**src/rtl/img_pkg.sv**
```systemverilog
// Shared image-pipeline definitions: window FSM states, 1-2-1 kernel constants
// and the vertical column-sum helper.
package img_pkg;

    typedef enum logic [1:0] {
        FIRST = 2'd0,
        RUN   = 2'd1,
        FLUSH = 2'd2
    } state_t;

    localparam int KERNEL_SHIFT = 4;
    localparam int ROUND_OFFSET = 8;

    // Widest pixel the helper supports; callers size-cast in and out.
    localparam int MAX_DW = 16;

    function automatic logic [MAX_DW+1:0] vsum(input logic [MAX_DW-1:0] top,
                                               input logic [MAX_DW-1:0] mid,
                                               input logic [MAX_DW-1:0] bot);
        return (MAX_DW+2)'(top) + ((MAX_DW+2)'(mid) << 1) + (MAX_DW+2)'(bot);
    endfunction

endpackage

```
**src/rtl/gauss3x3_core.sv**
```systemverilog
// Combinational horizontal 1-2-1 pass over three vertical column sums, with
// rounding and normalisation by 16.
module gauss3x3_core
    import img_pkg::*;
#(
    parameter int DATA_WIDTH = 8
) (
    input  logic [DATA_WIDTH+1:0] col_l,
    input  logic [DATA_WIDTH+1:0] col_c,
    input  logic [DATA_WIDTH+1:0] col_r,
    output logic [DATA_WIDTH-1:0] pix
);

    localparam int SW = DATA_WIDTH + 4;

    logic [SW-1:0] sum;
    logic [SW-1:0] rounded;

    // Peak sum plus offset stays below 2^SW, so no saturation is required.
    always_comb begin
        sum     = SW'(col_l) + (SW'(col_c) << 1) + SW'(col_r);
        rounded = sum + SW'(ROUND_OFFSET);
        pix     = DATA_WIDTH'(rounded >> KERNEL_SHIFT);
    end

endmodule

```
**src/rtl/gauss3x3_filter.sv**
```systemverilog
// 3x3 Gaussian smoothing over three row-aligned AXI-Stream lines, with
// horizontal edge replication and a sticky line-length error flag.
module gauss3x3_filter
    import img_pkg::*;
#(
    parameter int DATA_WIDTH = 8,
    parameter int IMG_WIDTH  = 2560,
    parameter int IMG_HEIGHT = 1440
) (
    input  logic                  s_axis_aclk,
    input  logic                  resetn,
    input  logic [DATA_WIDTH-1:0] s_axis_line_buff_0_tdata,
    input  logic                  s_axis_line_buff_0_tvalid,
    input  logic                  s_axis_line_buff_0_tuser,
    input  logic                  s_axis_line_buff_0_tlast,
    input  logic [DATA_WIDTH-1:0] s_axis_line_buff_1_tdata,
    input  logic                  s_axis_line_buff_1_tvalid,
    input  logic                  s_axis_line_buff_1_tuser,
    input  logic                  s_axis_line_buff_1_tlast,
    input  logic [DATA_WIDTH-1:0] s_axis_line_buff_2_tdata,
    input  logic                  s_axis_line_buff_2_tvalid,
    input  logic                  s_axis_line_buff_2_tuser,
    input  logic                  s_axis_line_buff_2_tlast,
    output logic                  s_axis_tready,
    output logic [DATA_WIDTH-1:0] m_axis_tdata,
    output logic                  m_axis_tvalid,
    output logic                  m_axis_tuser,
    output logic                  m_axis_tlast,
    input  logic                  m_axis_tready,
    output logic                  err_line_len
);

    localparam int VW = DATA_WIDTH + 2;
    localparam int CW = $clog2(IMG_WIDTH + 1) + 1;
    localparam logic [CW:0] LINE_LEN = (CW+1)'(IMG_WIDTH);

    state_t state, state_nxt;

    logic [VW-1:0]         win_l, win_c, win_r, v_in;
    logic [DATA_WIDTH-1:0] pix;
    logic [CW-1:0]         col_cnt;
    logic [CW:0]           cur_len;
    logic                  all_valid, advance, accept, produce, out_last;
    logic                  restart, restart_go, line_user;
    logic                  unused_ok;

    assign unused_ok = ^{s_axis_line_buff_0_tuser, s_axis_line_buff_0_tlast,
                         s_axis_line_buff_2_tuser, s_axis_line_buff_2_tlast,
                         (IMG_HEIGHT > 0)};

    assign all_valid = s_axis_line_buff_0_tvalid & s_axis_line_buff_1_tvalid &
                       s_axis_line_buff_2_tvalid;
    assign advance   = ~m_axis_tvalid | m_axis_tready;

    assign v_in = VW'(vsum(MAX_DW'(s_axis_line_buff_0_tdata),
                           MAX_DW'(s_axis_line_buff_1_tdata),
                           MAX_DW'(s_axis_line_buff_2_tdata)));

    // Length the line would have if the current beat were its last one.
    assign cur_len = (state == FIRST) ? (CW+1)'(1) : {1'b0, col_cnt} + (CW+1)'(1);

    always_ff @(posedge s_axis_aclk) begin
        if (!resetn) state <= FIRST;
        else         state <= state_nxt;
    end

    always_comb begin
        state_nxt     = state;
        s_axis_tready = 1'b0;
        accept        = 1'b0;
        produce       = 1'b0;
        out_last      = 1'b0;
        restart       = 1'b0;
        restart_go    = 1'b0;
        win_r         = win_c;
        case (state)
            FIRST: begin
                s_axis_tready = resetn & advance;
                accept        = s_axis_tready & all_valid;
                if (accept)
                    state_nxt = s_axis_line_buff_1_tlast ? FLUSH : RUN;
            end
            RUN: begin
                // A new-frame beat is left pending until this line is flushed.
                restart       = all_valid & s_axis_line_buff_1_tuser;
                s_axis_tready = resetn & advance & ~restart;
                accept        = s_axis_tready & all_valid;
                restart_go    = restart & advance;
                win_r         = v_in;
                produce       = accept;
                if ((accept & s_axis_line_buff_1_tlast) | restart_go)
                    state_nxt = FLUSH;
            end
            FLUSH: begin
                produce  = advance;
                out_last = 1'b1;
                if (advance)
                    state_nxt = FIRST;
            end
            default: state_nxt = FIRST;
        endcase
    end

    gauss3x3_core #(
        .DATA_WIDTH(DATA_WIDTH)
    ) u_core (
        .col_l(win_l),
        .col_c(win_c),
        .col_r(win_r),
        .pix  (pix)
    );

    always_ff @(posedge s_axis_aclk) begin
        if (!resetn) begin
            win_l         <= '0;
            win_c         <= '0;
            col_cnt       <= '0;
            line_user     <= 1'b0;
            err_line_len  <= 1'b0;
            m_axis_tdata  <= '0;
            m_axis_tvalid <= 1'b0;
            m_axis_tuser  <= 1'b0;
            m_axis_tlast  <= 1'b0;
        end else begin
            if (state == FIRST) begin
                col_cnt <= accept ? CW'(1) : '0;
                if (accept) begin
                    win_l     <= v_in;
                    win_c     <= v_in;
                    line_user <= s_axis_line_buff_1_tuser;
                end
            end else if (accept) begin
                win_l <= win_c;
                win_c <= v_in;
                if (col_cnt != '1)
                    col_cnt <= col_cnt + CW'(1);
            end

            if (accept && s_axis_line_buff_1_tlast && (cur_len != LINE_LEN))
                err_line_len <= 1'b1;
            if (restart_go && ({1'b0, col_cnt} != LINE_LEN))
                err_line_len <= 1'b1;

            if (advance) begin
                m_axis_tvalid <= produce;
                m_axis_tuser  <= produce & line_user;
                m_axis_tlast  <= produce & out_last;
                if (produce) begin
                    m_axis_tdata <= pix;
                    line_user    <= 1'b0;
                end
            end
        end
    end

endmodule

```
**config.mk**
```make
export PLATFORM = sky130hd
export DESIGN_NAME = gauss3x3_filter
export DESIGN_NICKNAME = d
export VERILOG_FILES = /design/src/rtl/img_pkg.sv /design/src/rtl/gauss3x3_core.sv /design/src/rtl/gauss3x3_filter.sv
export SDC_FILE = /design/constraint.sdc
export NUM_CORES = 1
export LEC_CHECK = 0
export BUFFER_PORTS_ARGS = -buffer_cell sky130_fd_sc_hd__buf_4
export CORE_MARGIN = 2
export CORE_UTILIZATION = 40
export CTS_CLUSTER_SIZE = 40
export DETAILED_ROUTE_END_ITERATION = 16
export MAX_ROUTING_LAYER = met4
export PLACE_DENSITY = 0.61
export SETUP_SLACK_MARGIN = 0.3
export SYNTH_ARGS = -nofsm -noshare
export SYNTH_HDL_FRONTEND = slang
export SYNTH_SLANG_ARGS = --single-unit
```
**constraint.sdc**
```tcl
create_clock -name s_axis_aclk -period 6.2 [get_ports s_axis_aclk]
set_input_delay 0 -clock s_axis_aclk [delete_from_list [all_inputs] [get_ports s_axis_aclk]]
set_output_delay 0 -clock s_axis_aclk [all_outputs]
set_load 0.01 [all_outputs]
```
# After elaboration in Yosys (flattened, before gate mapping)
# Cells that the tools add are included.
op_classes:
  add_sub_neg: 7
  n_eq_ne: 8
  muxes: 25
  n_bitwise: 15
  reduce_logical: 10
op_table:
  columns: ["op", "n"]
  rows:
  - ["10-bit two-way mux", 4]
  - ["13-bit two-way mux", 3]
  - ["13-bit by 1-bit adder with 14-bit output (second input constant)", 1]
  - ["14-bit two-way mux", 1]
  - ["14-bit by 12-bit inequality test with 1-bit output (second input constant)", 1]
  - ["13-bit by 1-bit adder with 13-bit output (second input constant)", 1]
  - ["13-bit by 12-bit inequality test with 1-bit output (second input constant)", 1]
  - ["13-bit inequality test (second input constant)", 1]
  - ["10-bit by 11-bit adder with 12-bit output", 1]
  - ["12-bit by 10-bit adder with 12-bit output", 1]
  - ["12-bit by 4-bit adder with 12-bit output (second input constant)", 1]
  - ["1-bit AND", 11]
  - ["10-bit by 8-bit adder with 10-bit output", 1]
  - ["8-bit by 9-bit adder with 10-bit output", 1]
  - ["1-bit two-way mux", 9]
  - ["2-bit two-way mux", 4]
  - ["2-bit inequality test (second input constant)", 3]
  - ["1-bit case mux with 2 select lines", 3]
  - ["2-bit case mux with 3 select lines", 1]
  - ["2-bit nonzero test", 3]
  - ["2-bit AND reduction", 2]
  - ["1-bit logical AND", 3]
  - ["3-bit AND reduction", 1]
  - ["2-bit by 1-bit equality test with 1-bit output (second input constant)", 1]
  - ["4 further kinds", 6]
word_totals:
  regBits: 48
  inputBits: 36
  output_inout_bits: 13

# Logic depth before layout (Yosys ltp)
depth:
  ltp_word: 11
  mapped_depth: 24

# Modules after synthesis
# From an unflattened synthesis, not the netlist that was laid out.
unflattened:
  cells_unflattened: 447
  hier_area_um2: 3923.8
modules_own_cells:
  columns: ["module", "instances", "cells_each", "area_each_um2", "seq_area_each_um2"]
  rows:
  - ["gauss3x3_filter", 1, 356, 3150.5, 960.9]
  - ["gauss3x3_core", 1, 91, 773.2, 0.0]

# Worst setup path before layout
# No wires, ideal clock.
synth_timing:
  path_kind: "input-to-reg"
  from: "in s_axis_line_buff_0_tdata[1]"
  to: "reg m_axis_tdata[6]"
  setup_time_ns: 0.128
  arrival_time_ns: 4.103
  t_required_ns: 6.072
  setup_slack_ns: 1.969
  cell_stages: 23
  n_path_buf: 0
  path_cell_list: "inv_1 > fa_1 > inv_1 > ha_1 > inv_1 > fa_1 > nor2b_1 > o21ai_0 > a21boi_0 > o21ai_0 > nand2b_1 > xnor2_1 > mux2_2 > fa_1 > inv_1 > ha_1 > ha_1 > or3_1 > o31a_1 > a21oi_1 > xnor2_1 > mux2i_1 > nor2_1"
synth_via:
  elab_chain_cells: 5
synth_lines:
  columns: ["element", "line_no", "source"]
  rows:
  - ["from (decl)", "gauss3x3_filter.sv:12", "input logic [DATA_WIDTH-1:0] s_axis_line_buff_0_tdata,"]
  - ["8-bit by 9-bit adder with 10-bit output", "img_pkg.sv:20", "return (MAX_DW+2)'(top) + ((MAX_DW+2)'(mid) << 1) + (MAX_DW+2)'(bot);"]
  - ["10-bit by 8-bit adder with 10-bit output", "img_pkg.sv:20", null]
  - ["10-bit two-way mux", "gauss3x3_filter.sv:76", "case (state)"]
  - ["12-bit by 10-bit adder with 12-bit output", "gauss3x3_core.sv:21", "sum = SW'(col_l) + (SW'(col_c) << 1) + SW'(col_r);"]
  - ["12-bit by 4-bit adder with 12-bit output", "gauss3x3_core.sv:22", "rounded = sum + SW'(ROUND_OFFSET);"]
  - ["to (signal assigned)", "gauss3x3_filter.sv:149", "m_axis_tdata <= pix;"]
  - ["to (decl)", "gauss3x3_filter.sv:25", "output logic [DATA_WIDTH-1:0] m_axis_tdata,"]
# Every way passes these cells.
# A chain may end at the register's enable or synchronous reset.

# Worst setup path after layout
# Ends and elaborated chain as after synthesis.

==> flow_summary.json <==
{
  "outcome": "finished, final reports clean",
  "timing_worst_slew_pin_value_ns": 1.05,
  "final_min_period_over_clock_period": 0.699,
  "finalSetupViolCount": 0,
  "synth_top_area_cell": "sky130_fd_sc_hd__dfxtp_1",
  "via_per_inst": 5.13,
  "grt_max_degree": 33,
  "die_footprint_mm2": 0.00958,
  "first_global_vias": 2950,
  "power.density_mw_per_mm2": 213,
  "final_util": 0.465,
  "x_dimension_of_the_die_um": 97.9,
  "cts_setup_buffers": 0,
  "syn2layout_area_growth_pct": 13.8,
  "antenna_violations_before_repair": 0,
  "combinational_share_of_power": 0.357,
  "clkTransAtPathRegs_ns": 0.09,
  "detail_route.iter0.violations": 81,
  "place.port_buffers": 44,
  "p_int_uw": 564,
  "switching_part_of_the_total": 0.341,
  "grt_remaining_overflow": 0,
  "cts.sink_count": 48,
  "cts_root_buffer": "sky130_fd_sc_hd__clkbuf_8",
  "postPlaceCellArea_mm2": 0.00391,
  "maxSlewViolCount": 0,
  "worstSetupPathType": "input pin to register",
  "critical_path_buf_inv_count": 5,
  "final_period_minus_worst_setup_slack_ns": 4.33,
  "grt_use_total": 0.164,
  "layout_skew_ns": 0.00980,
  "core_area_mm2": 0.00864,
  "worstHoldPathType": "input pin to register",
  "synth-edff-count": 0,
  "critical_path.most_common_cell": "sky130_fd_sc_hd__inv_1",
  "final_layout_size_suffix_gt1_frac": 0.130,
  "top_level_ports": 49,
  "place.gp.congestion": 0.826,
  "vias": 2923,
  "post_drt_wl_per_cell_um": 13.0,
  "worstPathCellList": "buf_4 > inv_1 > fa_1 > inv_1 > ha_1 > inv_1 > fa_1 > nor2b_1 > o21ai_0 > a21boi_0 > o21ai_0 > nand2b_1 > xnor2_1 > mux2_2 > fa_1 > inv_1 > ha_1 > ha_1 > or3_1 > o31a_1 > a21oi_1 > xnor2_1 > mux2i_1 > nor2_1",
  "critPathCaptureType": "register",
  "design_area_mm2": 0.00401,
  "drv_cap": 0,
  "critical-path-max-stage-delay_ns": 0.52,
  "timing.fmax_mhz": 231,
  "critical_path_cell_count": 24,
  "min_delay_path_depth": 3,
  "slowest_stage": "sky130_fd_sc_hd__fa_1",
  "worstReg2RegEnd": "m_axis_tdata[6]",
  "clock_tree.buffer_depth": 2,
  "clock_power_share": 0.256,
  "die_y_um": 97.9,
  "crit_required_ns": 6.35,
  "drt_first_pass_iters": 4,
  "std_cell_rows": 34,
  "path_depth_of_the_worst_reg2reg_path": 14,
  "cts_inserted_buffers": 5,
  "unrepaired_setup_endpoints_after_global_routing": "no",
  "post_cts_hold_buffer_count": 0,
  "r2r_setup_slack_ns": 2.43,
  "slew_headroom": 0.298,
  "ys.flop_type": "sky130_fd_sc_hd__dfxtp_1",
  "seqPwrFrac": 0.387,
  "timing_hold_violations_final": 0,
  "cp-start-kind": "input pin",
  "min_to": "err_line_len",
  "initial_utilization": 0.408,
  "worstPathMaxFanout": 3,
  "grt_pass1_wl_um": 12800,
  "fin_setup_tns_ns": 0,
  "startpoint": "s_axis_line_buff_0_tdata[1]",
  "netlist-cell-type-count": 47,
  "power.ir.vdd_worst_mv": 0.0896,
  "synth.ff_latch_count": 48,
  "layout.cells.most_common_list": "sky130_fd_sc_hd__nor2_1 (48), sky130_fd_sc_hd__dfxtp_1 (48), sky130_fd_sc_hd__inv_1 (47)",
  "fillerInstances": 870,
  "netlist_area_mm2": 0.00352,
  "place_ws_ns": 1.51,
  "share_of_flip_flops_with_an_asynchronous_set_or_reset_after_synthesis": 0,
  "synth-warning-count": 0,
  "worstReg2RegStart": "state[1]",
  "synthesis.instances": 429,
  "synthDominantCellAreaShare": 0.273,
  "drc_errors": 0,
  "cts_tree": "yes",
  "wp_data_arrival_ns": 4.48,
  "worst_hold_slack_ns": 0.0123,
  "syn_area_per_cell_um2": 8.21,
  "synth-seq-area-share": 0.273,
  "clk_latency_ns": 0.30,
  "power_switching_uw": 292,
  "n_antenna_cell": 0,
  "totalWireLength_um": 7410,
  "htree_levels": 2,
  "worst_hold_startpoint": "s_axis_line_buff_1_tlast",
  "worst_path_top_cell_family_by_delay": "adder cells",
  "nNetsFinal": 547,
  "detailed_placer_s_ending_hpwl_um": 5510,
  "post_drt_antenna_nets": 0,
  "mappedNetlistNets": 513,
  "cts_resized": 0,
  "setup_slack_ns": 1.87,
  "total_leakage_power_uw": 0.00167,
  "ys_top_cells_by_area": "sky130_fd_sc_hd__dfxtp_1 (27%), sky130_fd_sc_hd__ha_1 (11%), sky130_fd_sc_hd__fa_1 (9.7%)"
}
metrics by stage:
step	total power (uW)	std cells
floorplan	564	429
global placement	641	564
detailed placement	645	564
CTS	867	570
global route	918	570
finish	855	570
state kept, by name, summed over array words and instances (netlist names):
signal	cells
line_user	1
m_axis_tdata	8
m_axis_tlast	1
state	2
col_cnt	13
m_axis_tuser	1
err_line_len	1
m_axis_tvalid	1
win_c	10
win_l	10
worst min-delay path: stages:
cell	delay [ns]
sky130_fd_sc_hd__buf_4	0.12
sky130_fd_sc_hd__inv_1	0.06
sky130_fd_sc_hd__o32ai_1	0.09
cell usage after synthesis (4+ instances only):
cell                       instances
sky130_fd_sc_hd__ha_1             31
sky130_fd_sc_hd__or3_1             4
sky130_fd_sc_hd__nand4_1          10
sky130_fd_sc_hd__nand2_1          41
sky130_fd_sc_hd__mux2i_1          13
sky130_fd_sc_hd__a21oi_1          28
sky130_fd_sc_hd__buf_2             7
sky130_fd_sc_hd__nand3_1          18
sky130_fd_sc_hd__dfxtp_1          48
sky130_fd_sc_hd__nor2_1           48
sky130_fd_sc_hd__fa_1             17
sky130_fd_sc_hd__o211ai_1          4
sky130_fd_sc_hd__a211oi_1          8
sky130_fd_sc_hd__nor3_1            8
sky130_fd_sc_hd__o21ai_0          19
sky130_fd_sc_hd__clkbuf_1          9
sky130_fd_sc_hd__xor2_1           13
sky130_fd_sc_hd__xnor2_1          13
sky130_fd_sc_hd__inv_1            47
sky130_fd_sc_hd__nand2b_1          4
how the worst max path moves through the flow:
| stage | endpoint | slack, ns |
|---|---|---|
| after floorplan | m_axis_tdata[6] | 1.97 |
| after global placement | m_axis_tdata[6] | 1.54 |
| after detailed placement | m_axis_tdata[6] | 1.51 |
| after CTS | m_axis_tdata[6] | 1.80 |
| after global routing | m_axis_tdata[6] | 1.50 |
| final | m_axis_tdata[6] | 1.87 |
routing by layer:
metal  GRT usage  vias up  part of all wire
li1            -     1514                 -
met1       0.198     1366              0.46
met2       0.286       39              0.50
met3      0.0243        4             0.033
met4      0.0438        0             0.011
met5           -        -                 0
logic make-up after synthesis:
kind of cell | Yosys count | synth area share
buffers and inverters | 67 | 0.0760
AOI/OAI and AO/OA | 75 | 0.133
muxes | 17 | 0.0497
DFF | 48 | 0.273
xor gates and xnor gates | 26 | 0.0646
and+or+nand+nor | 147 | 0.194
adders and majority gates | 49 | 0.210
power groups by stage:
| stage | registers [uW] | clock network (uW) | logic, uW |
|---|---|---|---|
| after CTS | 331 | 226 | 310 |
| after global placement | 337 | 0 | 303 |
| after detailed placement | 338 | 0 | 307 |
| after floorplan | 336 | 0 | 228 |
| final | 331 | 219 | 305 |
| after global routing | 333 | 239 | 347 |
area by class of cell:
| cell class | instances | area (um2) | share of cell area |
|---|---|---|---|
| clock buffer | 5 | 68.8 | 0.0172 |
| timing repair buffer | 45 | 338 | 0.0842 |
| multi-input combinational | 314 | 2290 | 0.572 |
| inverter | 49 | 184 | 0.0459 |
| sequential | 48 | 961 | 0.240 |
| clock inverter | 1 | 30.0 | 0.00749 |
| tap | 108 | 135 | 0.0337 |
(Power assumes the default switching activity.)
